**config.mk**
```make
export PLATFORM = sky130hd
export DESIGN_NAME = simd_inst_fetch
export DESIGN_NICKNAME = d
export VERILOG_FILES = /design/src/rtl/simd_pkg.sv /design/src/rtl/simd_fetch_fifo.sv /design/src/rtl/simd_inst_fetch.sv
export SDC_FILE = /design/constraint.sdc
export NUM_CORES = 1
export LEC_CHECK = 0
export CORE_MARGIN = 2
export CORE_UTILIZATION = 56
export CTS_BUF_LIST = sky130_fd_sc_hd__clkbuf_16
export CTS_CLUSTER_DIAMETER = 80
export DETAILED_ROUTE_END_ITERATION = 8
export GPL_ROUTABILITY_DRIVEN = 1
export PLACE_DENSITY = 0.81
export SLEW_MARGIN = 20
export SYNTH_ARGS = -nofsm -noshare
export SYNTH_HDL_FRONTEND = slang
export SYNTH_SLANG_ARGS = --single-unit
```
**constraint.sdc**
```tcl
create_clock -name clk -period 3 [get_ports clk]
set_input_delay 0.6 -clock clk [delete_from_list [all_inputs] [get_ports clk]]
set_output_delay 0.6 -clock clk [all_outputs]
set_load 0.01 [all_outputs]
```
**src/rtl/simd_pkg.sv**
```systemverilog
// Shared constants and types for the SIMD core front end.
// Holds the instruction layout, fetch states and the prefetch entry type.
package simd_pkg;

  localparam int ADDR_W = 10;
  localparam int INST_W = 18;
  localparam int OP_HI  = 17;
  localparam int OP_LO  = 12;

  localparam logic [5:0] HALT_OP     = 6'b111111;
  localparam logic [5:0] LOOP_OP     = 6'b100100;
  localparam logic [5:0] LOOP_SET_OP = 6'b100101;

  localparam logic [1:0] S_IDLE      = 2'd0;
  localparam logic [1:0] S_FETCH     = 2'd1;
  localparam logic [1:0] S_HALT_SEEN = 2'd2;
  localparam logic [1:0] S_HALTED    = 2'd3;

  typedef struct packed {
    logic [INST_W-1:0] inst;
    logic [ADDR_W-1:0] pc;
  } fetch_ent_t;

  function automatic logic [5:0] opcode(
    input logic [INST_W-1:0] i
  );
    return i[OP_HI:OP_LO];
  endfunction

endpackage

```
**src/rtl/simd_fetch_fifo.sv**
```systemverilog
// Prefetch queue: DEPTH entries with flush, occupancy count and
// a combinational head read that reads as zero while empty.
module simd_fetch_fifo #(
  parameter int W     = 28,
  parameter int DEPTH = 4
) (
  input  logic                       clk,
  input  logic                       rst,
  input  logic                       flush,
  input  logic                       push,
  input  logic [W-1:0]               din,
  input  logic                       pop,
  output logic [W-1:0]               dout,
  output logic [$clog2(DEPTH):0]     count
);

  localparam int PW = $clog2(DEPTH);
  localparam int CW = PW + 1;

  logic [W-1:0]  mem [DEPTH];
  logic [PW-1:0] rd_ptr;
  logic [PW-1:0] wr_ptr;
  logic          do_pop;

  assign do_pop = pop && (count != '0);
  assign dout   = (count != '0) ? mem[rd_ptr] : '0;

  always_ff @(posedge clk or negedge rst) begin
    if (!rst) begin
      rd_ptr <= '0;
      wr_ptr <= '0;
      count  <= '0;
    end else if (flush) begin
      rd_ptr <= '0;
      wr_ptr <= '0;
      count  <= '0;
    end else begin
      if (push)
        wr_ptr <= wr_ptr + 1'b1;
      if (do_pop)
        rd_ptr <= rd_ptr + 1'b1;
      count <= count + CW'(push) - CW'(do_pop);
    end
  end

  always_ff @(posedge clk) begin
    if (push && !flush)
      mem[wr_ptr] <= din;
  end

  a_no_overflow: assert property (
    @(posedge clk) disable iff (!rst)
    !(push && !flush && !do_pop && count == CW'(DEPTH))
  );

endmodule

```
**src/rtl/simd_inst_fetch.sv**
```systemverilog
// Instruction fetch front end: credit-limited sequential fetch,
// redirect with in-flight drop, and stop on HALT.
module simd_inst_fetch
  import simd_pkg::*;
#(
  parameter int DEPTH = 4
) (
  input  logic              clk,
  input  logic              rst,
  output logic              imem_req,
  output logic [ADDR_W-1:0] imem_addr,
  input  logic              imem_rvalid,
  input  logic [INST_W-1:0] imem_rdata,
  input  logic              redirect_valid,
  input  logic [ADDR_W-1:0] redirect_pc,
  output logic              inst_valid,
  output logic [INST_W-1:0] inst_data,
  output logic [ADDR_W-1:0] inst_pc,
  input  logic              inst_ready,
  output logic              halted
);

  localparam int CW = $clog2(DEPTH) + 1;
  localparam logic [CW:0] DEPTH_V = (CW+1)'(DEPTH);

  logic [1:0]        state;
  logic [ADDR_W-1:0] fetch_pc;
  logic [ADDR_W-1:0] resp_pc;
  logic [CW-1:0]     outstanding;
  logic [CW-1:0]     drop_cnt;
  logic [CW-1:0]     q_count;
  logic [CW:0]       credit;
  logic              redir;
  logic              issue;
  logic              enq;
  logic              drop;
  logic              pop;
  fetch_ent_t        wr_ent;
  fetch_ent_t        head;

  assign redir  = redirect_valid &&
                  (state == S_FETCH || state == S_HALT_SEEN);
  // Dropped slots still occupy credit until their response returns.
  assign credit = {1'b0, q_count} + {1'b0, outstanding};
  assign issue  = (state == S_FETCH) && !redir && (credit < DEPTH_V);
  assign drop   = imem_rvalid && (drop_cnt != '0);
  assign enq    = imem_rvalid && (drop_cnt == '0) &&
                  (state == S_FETCH) && !redir;
  assign pop    = inst_valid && inst_ready;
  assign wr_ent = '{inst: imem_rdata, pc: resp_pc};

  assign imem_req   = issue;
  assign imem_addr  = fetch_pc;
  assign inst_valid = (q_count != '0);
  assign inst_data  = head.inst;
  assign inst_pc    = head.pc;
  assign halted     = (state == S_HALTED);

  simd_fetch_fifo #(
    .W     ($bits(fetch_ent_t)),
    .DEPTH (DEPTH)
  ) u_fifo (
    .clk   (clk),
    .rst   (rst),
    .flush (redir),
    .push  (enq),
    .din   (wr_ent),
    .pop   (pop),
    .dout  (head),
    .count (q_count)
  );

  always_ff @(posedge clk or negedge rst) begin
    if (!rst) begin
      state       <= S_IDLE;
      fetch_pc    <= '0;
      resp_pc     <= '0;
      outstanding <= '0;
      drop_cnt    <= '0;
    end else begin
      outstanding <= outstanding + CW'(issue) - CW'(imem_rvalid);
      if (redir) begin
        fetch_pc <= redirect_pc;
        resp_pc  <= redirect_pc;
        drop_cnt <= outstanding - CW'(imem_rvalid);
      end else begin
        if (issue)
          fetch_pc <= fetch_pc + 1'b1;
        if (enq)
          resp_pc <= resp_pc + 1'b1;
        if (drop)
          drop_cnt <= drop_cnt - 1'b1;
      end
      unique case (state)
        S_IDLE:
          state <= S_FETCH;
        S_FETCH:
          if (enq && opcode(imem_rdata) == HALT_OP)
            state <= S_HALT_SEEN;
        S_HALT_SEEN:
          if (redir)
            state <= S_FETCH;
          else if (pop && opcode(head.inst) == HALT_OP)
            state <= S_HALTED;
        S_HALTED: ;
      endcase
    end
  end

endmodule
```
Word-level counts from Yosys, hierarchy flattened --
Memory sizes are Yosys's and may differ from the RTL's. Cells that the tools add are included.
Cells by class: equality and inequality tests 7, reduce and logical (&&, ||, !) cells 24, mux-type cells 18, $add $sub $neg 11, magnitude comparators 1
Operators by type and width (count):
- $mux 10 | 4
- $mux 28 | 1
- $add 10x1->10 const B | 2
- $mux 2 | 7
- $eq 6x6->1 const B | 2
- $logic_and 1x1->1 | 12
- $mux 3 | 3
- $reduce_bool 3->1 | 3
- $sub 3x1->3 | 3
- $reduce_bool 2->1 | 4
- $add 3x1->3 | 2
- $pmux 2 s3 | 1
- $add 2x1->2 const B | 2
- $add 3x3->4 | 1
- $eq 2x2->1 const B | 2
- $lt 4x3->1 const B | 1
- $logic_not 3->1 | 1
- $ne 3x1->1 const B | 1
- $reduce_and 3->1 | 1
- $sub 3x1->3 const B | 1
- $eq 2x1->1 const B | 1
- $logic_not 2->1 | 1
- $mux 1 | 2
- $ne 2x1->1 const B | 1
- other kinds (2) | 2
Word-level totals: bits in writable memories 112, memories 1, word-level logic and storage cells 70, flip-flop bits (word level) 35
Memory list:
- u_fifo.mem | words 4, width 28, rd ports 1, clocked after Yosys merged registers in 0, wr ports 1, RTL line simd_fetch_fifo.sv:20 | logic [W-1:0] mem [DEPTH];

Longest topological paths before layout --
depth after elaboration 8, gate-level depth with buffers 11, depth with buffers taken out 10

Hierarchy --
From an unflattened synthesis, not the netlist that was laid out.
Unflattened totals: cell total of the unflattened synthesis 401, area total of the unflattened synthesis 6372.4 um2
By module, submodules not included:
- simd_fetch_fifo | times used 1, sequential area each 3538.4 um2, area an instance 4683.2 um2, cells an instance 219
- simd_inst_fetch | times used 1, sequential area each 700.7 um2, area an instance 1689.1 um2, cells an instance 182

Least setup slack after synthesis --
Ideal clock, no wire load.
path kind flip-flop to flip-flop, from register outstanding[2], to register outstanding[2], buffers on the path 0, arrival time 2244 ps, cell stages (with the launch flop) 8, setup time 80 ps, setup slack 676 ps, cells stage by stage dfrtp_1 ha_1 or4b_4 nor3_4 ha_1 fa_1 xor2_1 xnor2_1
Between the ends: word-level cells in the longest chain between the ends 5
Ends and longest elaborated chain:
- start, declared | RTL line simd_inst_fetch.sv:29 | logic [CW-1:0] outstanding;
- start signal, assigned | RTL line simd_inst_fetch.sv:81 | outstanding <= outstanding + CW'(issue) - CW'(imem_rvalid);
- $add 3x3->4 | RTL line simd_inst_fetch.sv:44 | assign credit = {1'b0, q_count} + {1'b0, outstanding};
- $lt 4x3->1 | RTL line simd_inst_fetch.sv:45 | assign issue = (state == S_FETCH) && !redir && (credit < DEPTH_V);
- $logic_and 1x1->1 | RTL line simd_inst_fetch.sv:45
- named net imem_req | RTL line simd_inst_fetch.sv:10 | output logic imem_req,
- $add 3x1->3 | RTL line simd_inst_fetch.sv:81
- $sub 3x1->3 | RTL line simd_inst_fetch.sv:81
The timed path passes the listed nets, and every way through them passes these cells. A chain may end at the register's enable or synchronous reset.

Final worst setup path --
from register u_fifo.rd_ptr[0], to output inst_data[17]
Between the ends: word-level cells in the longest chain between the ends 2
Ends and longest elaborated chain:
- start, declared | RTL line simd_fetch_fifo.sv:21 | logic [PW-1:0] rd_ptr;
- start signal, assigned | RTL line simd_fetch_fifo.sv:41 | rd_ptr <= rd_ptr + 1'b1;
- $mem_v2 4x28
- $mux 28 | RTL line simd_fetch_fifo.sv:26 | assign dout = (count != '0) ? mem[rd_ptr] : '0;
- end, declared | RTL line simd_inst_fetch.sv:17 | output logic [INST_W-1:0] inst_data,
Every way passes these cells.

==> results by group <==
Clocking
  – Post-CTS Setup Inserts: 0
  – Clock sinks: ~150
  – Clk buf depth: 2
  – Worst-Skew Late Latency: just over 0.4 ns
  – Clk pin slew, worst setup/hold paths: approximately 0.06 ns
  – CTS tree: built
  – Num CTS Buffers: 17
  – H-tree Lvls: 4
  – Root buf cell: clkbuf_16

Power and ir drop
  – Peak VDD IR: approximately 0.00055 V
  – Leakage: between 2 and 3 nW
  – PwrDens: roughly 970 nW/um2

Synth
  – Avg Inst Size Synth: ~16 um2
  – Synth area leader: edfxtp_1
  – Post-synthesis cell count: 383
  – Dominant cells by area after synthesis: edfxtp_1 54%, dfrtp_1 14%, mux4_2 10%
  – Synth top area share: a little over half
  – Dominant synthesized flop cell: edfxtp_1
  – Flops & latches, synth: around 150
  – Asr flop ratio synth: 23.8%
  – Post-synthesis sequential area ratio: between 60% and 70%
  – EDFF count, synth: about 110
  – Ys Warns: 0
  – Distinct cells, synth: 35
  – Synthesized net count: about 440
  – Netlist Area Pre-Place: 6260 um2

Worst setup path
  – Startpoint types: register
  – Worst Setup End Kind: primary output
  – Reg2Reg Depth: 8
  – Setup crit start: u_fifo.rd_ptr[0]
  – Crit Path Max Fanout: 14
  – CP Class: reg2out
  – Worst EP arrival: 2.30 ns
  – R2r endpoint: outstanding[2]
  – WP data required: between 2 and 2.5 ns
  – Flop2flop setup slack: ~0.60 ns
  – Reg-to-reg startpoint: outstanding[2]

Timing
  – Period utilization: around 97%
  – Relative slew slack: 70.3%
  – Clock Skews: 0.00880 ns
  – Maximum clock frequency: around 340 MHz
  – RSZ-0062 raised after global routing: false
  – Final setup vio count: 0
  – Final WS setup: between 0.09 and 0.1 ns
  – Final min period: 2.90 ns
  – Total Neg Setup Slack: 0 ns
  – Worst-Margin Slew: about 0.45 ns
  – Final max-slew violation count: 0
  – Hold Fails Final Rpt: 0

Min path
  – Hold/Removal Path Class: reg2reg
  – Hold Crit Endpoint: outstanding[2]
  – Hold wc startpoint: outstanding[2]
  – Hold depth: 1

Finish
  – Multi-input logic area: around 1900 um2
  – Share of cells above drive strength 1: approximately 17%
  – # fillers: approximately 700
  – Commonest non-fill, non-tap cell in the layout: edfxtp_1
  – Commonest non-fill, non-tap cells in the layout: 112 x edfxtp_1, 72 x clkdlybuf4s50_1, 34 x dfrtp_1
  – Nets: approximately 530
  – N_diodes: 0
  – Area grow syn2layout: 25.7%
  – Sequential cell area: approximately 4200 um2

Floorplanning
  – Die Ht: around 110 um
  – Site Rows: 38
  – Core box area: around 11000 um2
  – Chip width: roughly 110 um
  – Initial Utilization: 57.5%
  – Die area: ~12000 um2
  – Boundary Pins: 74

Route
  – Met1 Routed Length: 5280 um
  – DR top layer: met4
  – WL met2: between 6000 and 7000 um
  – Avg WL per Cell: between 20 and 25 um
  – Drt drc: 0
  – Iter 0 DRT Violations: approximately 190
  – Vias per inst: between 5 and 6
  – WL met3: a little over 600 um
  – Post-route ant nets: 0
  – Vias: between 3k and 4k
  – Drt first pass iters: 7
  – Detailed Route WL: ~13000 um

Global routing
  – Total track usage: approximately 22%
  – Antenna violations before repair: 0
  – Gr ovfl total: 0
  – First-pass GRT wire length: around 19000 um
  – Largest net degree at the start of global routing: 36
  – Vias in the first global route: just under 4k

Outcome
  – Status: finished clean

Placed design
  – Hpwl dp: 7440 um
  – IO buf count: 73
  – RePlAce Congestion: about 0.73
  – Pre-CTS WS: around 0.049 ns

Job
  – Max Cap Viol: 0
==> sequential cells by signal, summed over array words and instances (netlist names) <==
signal and count:
u_fifo.rd_ptr 2, state 2, u_fifo.wr_ptr 2, drop_cnt 3, resp_pc 10, u_fifo.count 3
outstanding 3, u_fifo.mem 112, imem_addr 10
==> worst max-delay path, stage by stage, from the launching register on <==
cell,delay [ns]
dfrtp_2,0.47
buf_12,0.21
mux4_2,0.54
and2_1,0.19
clkdlybuf4s50_1,0.47
==> how the worst max path moves through the flow <==
stage                           endpoint  slack (ns)  cells past startpoint
after global placement          imem_req        0.07                      4
final                      inst_data[17]         0.1                      4
after floorplan           outstanding[2]        0.68                      7
after global routing        inst_data[7]        0.01                      4
after detailed placement        imem_req        0.05                      4
after CTS                     inst_pc[0]        0.04                      4
==> where the power goes <==
group / leakage (nW) / total, mW / switching (mW) / internal (mW)
clock network: 0.280 / 2.02 / 0.854 / 1.16
registers: 1.41 / 2.88 / 0.326 / 2.56
logic: 1.12 / 2.72 / 1.25 / 1.46
==> layer usage <==
layer  global-route usage, %  vias to the layer above
met5                       0                        -
met4                    9.67                        0
met3                    5.81                       14
met2                    37.8                      113
li1                        -                     1625
met1                    27.3                     1819
==> through the flow <==
step	utilization [%]	power [mW]	area [um2]	std cells	hold WS, ns
2_1_floorplan	-	4.43	6260	383	0.304
3_3_place_gp	66.8	5.46	7270	597	0.515
3_5_place_dp	66.8	5.57	7270	597	0.523
4_1_cts	72.0	7.64	7840	629	0.529
5_1_grt	72.3	8.06	7870	630	0.583
6_report	72.3	7.62	7870	630	0.526
==> cell usage after synthesis, drive strengths merged (2+ instances only) <==
| library cell | n |
|---|---|
| edfxtp | 112 |
| dfrtp | 35 |
| and2 | 29 |
| mux4 | 28 |
| a21oi | 22 |
| ha | 19 |
| nor2 | 19 |
| xor2 | 17 |
| nand2 | 16 |
| inv | 14 |
| xnor2 | 10 |
| and3 | 9 |
| clkbuf | 9 |
| nand3 | 8 |
| nand4 | 7 |
| buf | 6 |
| o21ai | 3 |
| fa | 2 |
| mux2 | 2 |
| mux2i | 2 |
| nand2b | 2 |
==> cell type report <==
class	instances	share of cell area (%)
clock buffers	17	5.41
flip-flops and latches	147	53.9
clock inverters	15	1.86
inverters	14	0.668
well taps	140	2.23
repair buffers	90	11.8
multi-input cells	207	24.2
==> what timing repair did <==
action	in CTS	in global routing
hold buffers	0	0
pin swaps	0	0
gates resized for setup	2	0
endpoints found under the setup margin	1	5
gates cloned	0	1
==> kinds of logic after synthesis <==
kind of cell	after synthesis	synth area share, %
AO/OA/AOI/OAI	29	2.50
adder cells (fa/ha/maj)	21	4.44
multiplexers	32	10.8
flip-flops	147	67.7
buffers and inverters	29	1.92
AND/OR/NAND/NOR	98	8.91
XOR/XNOR	27	3.78
Power figures use the tool's default switching activity.
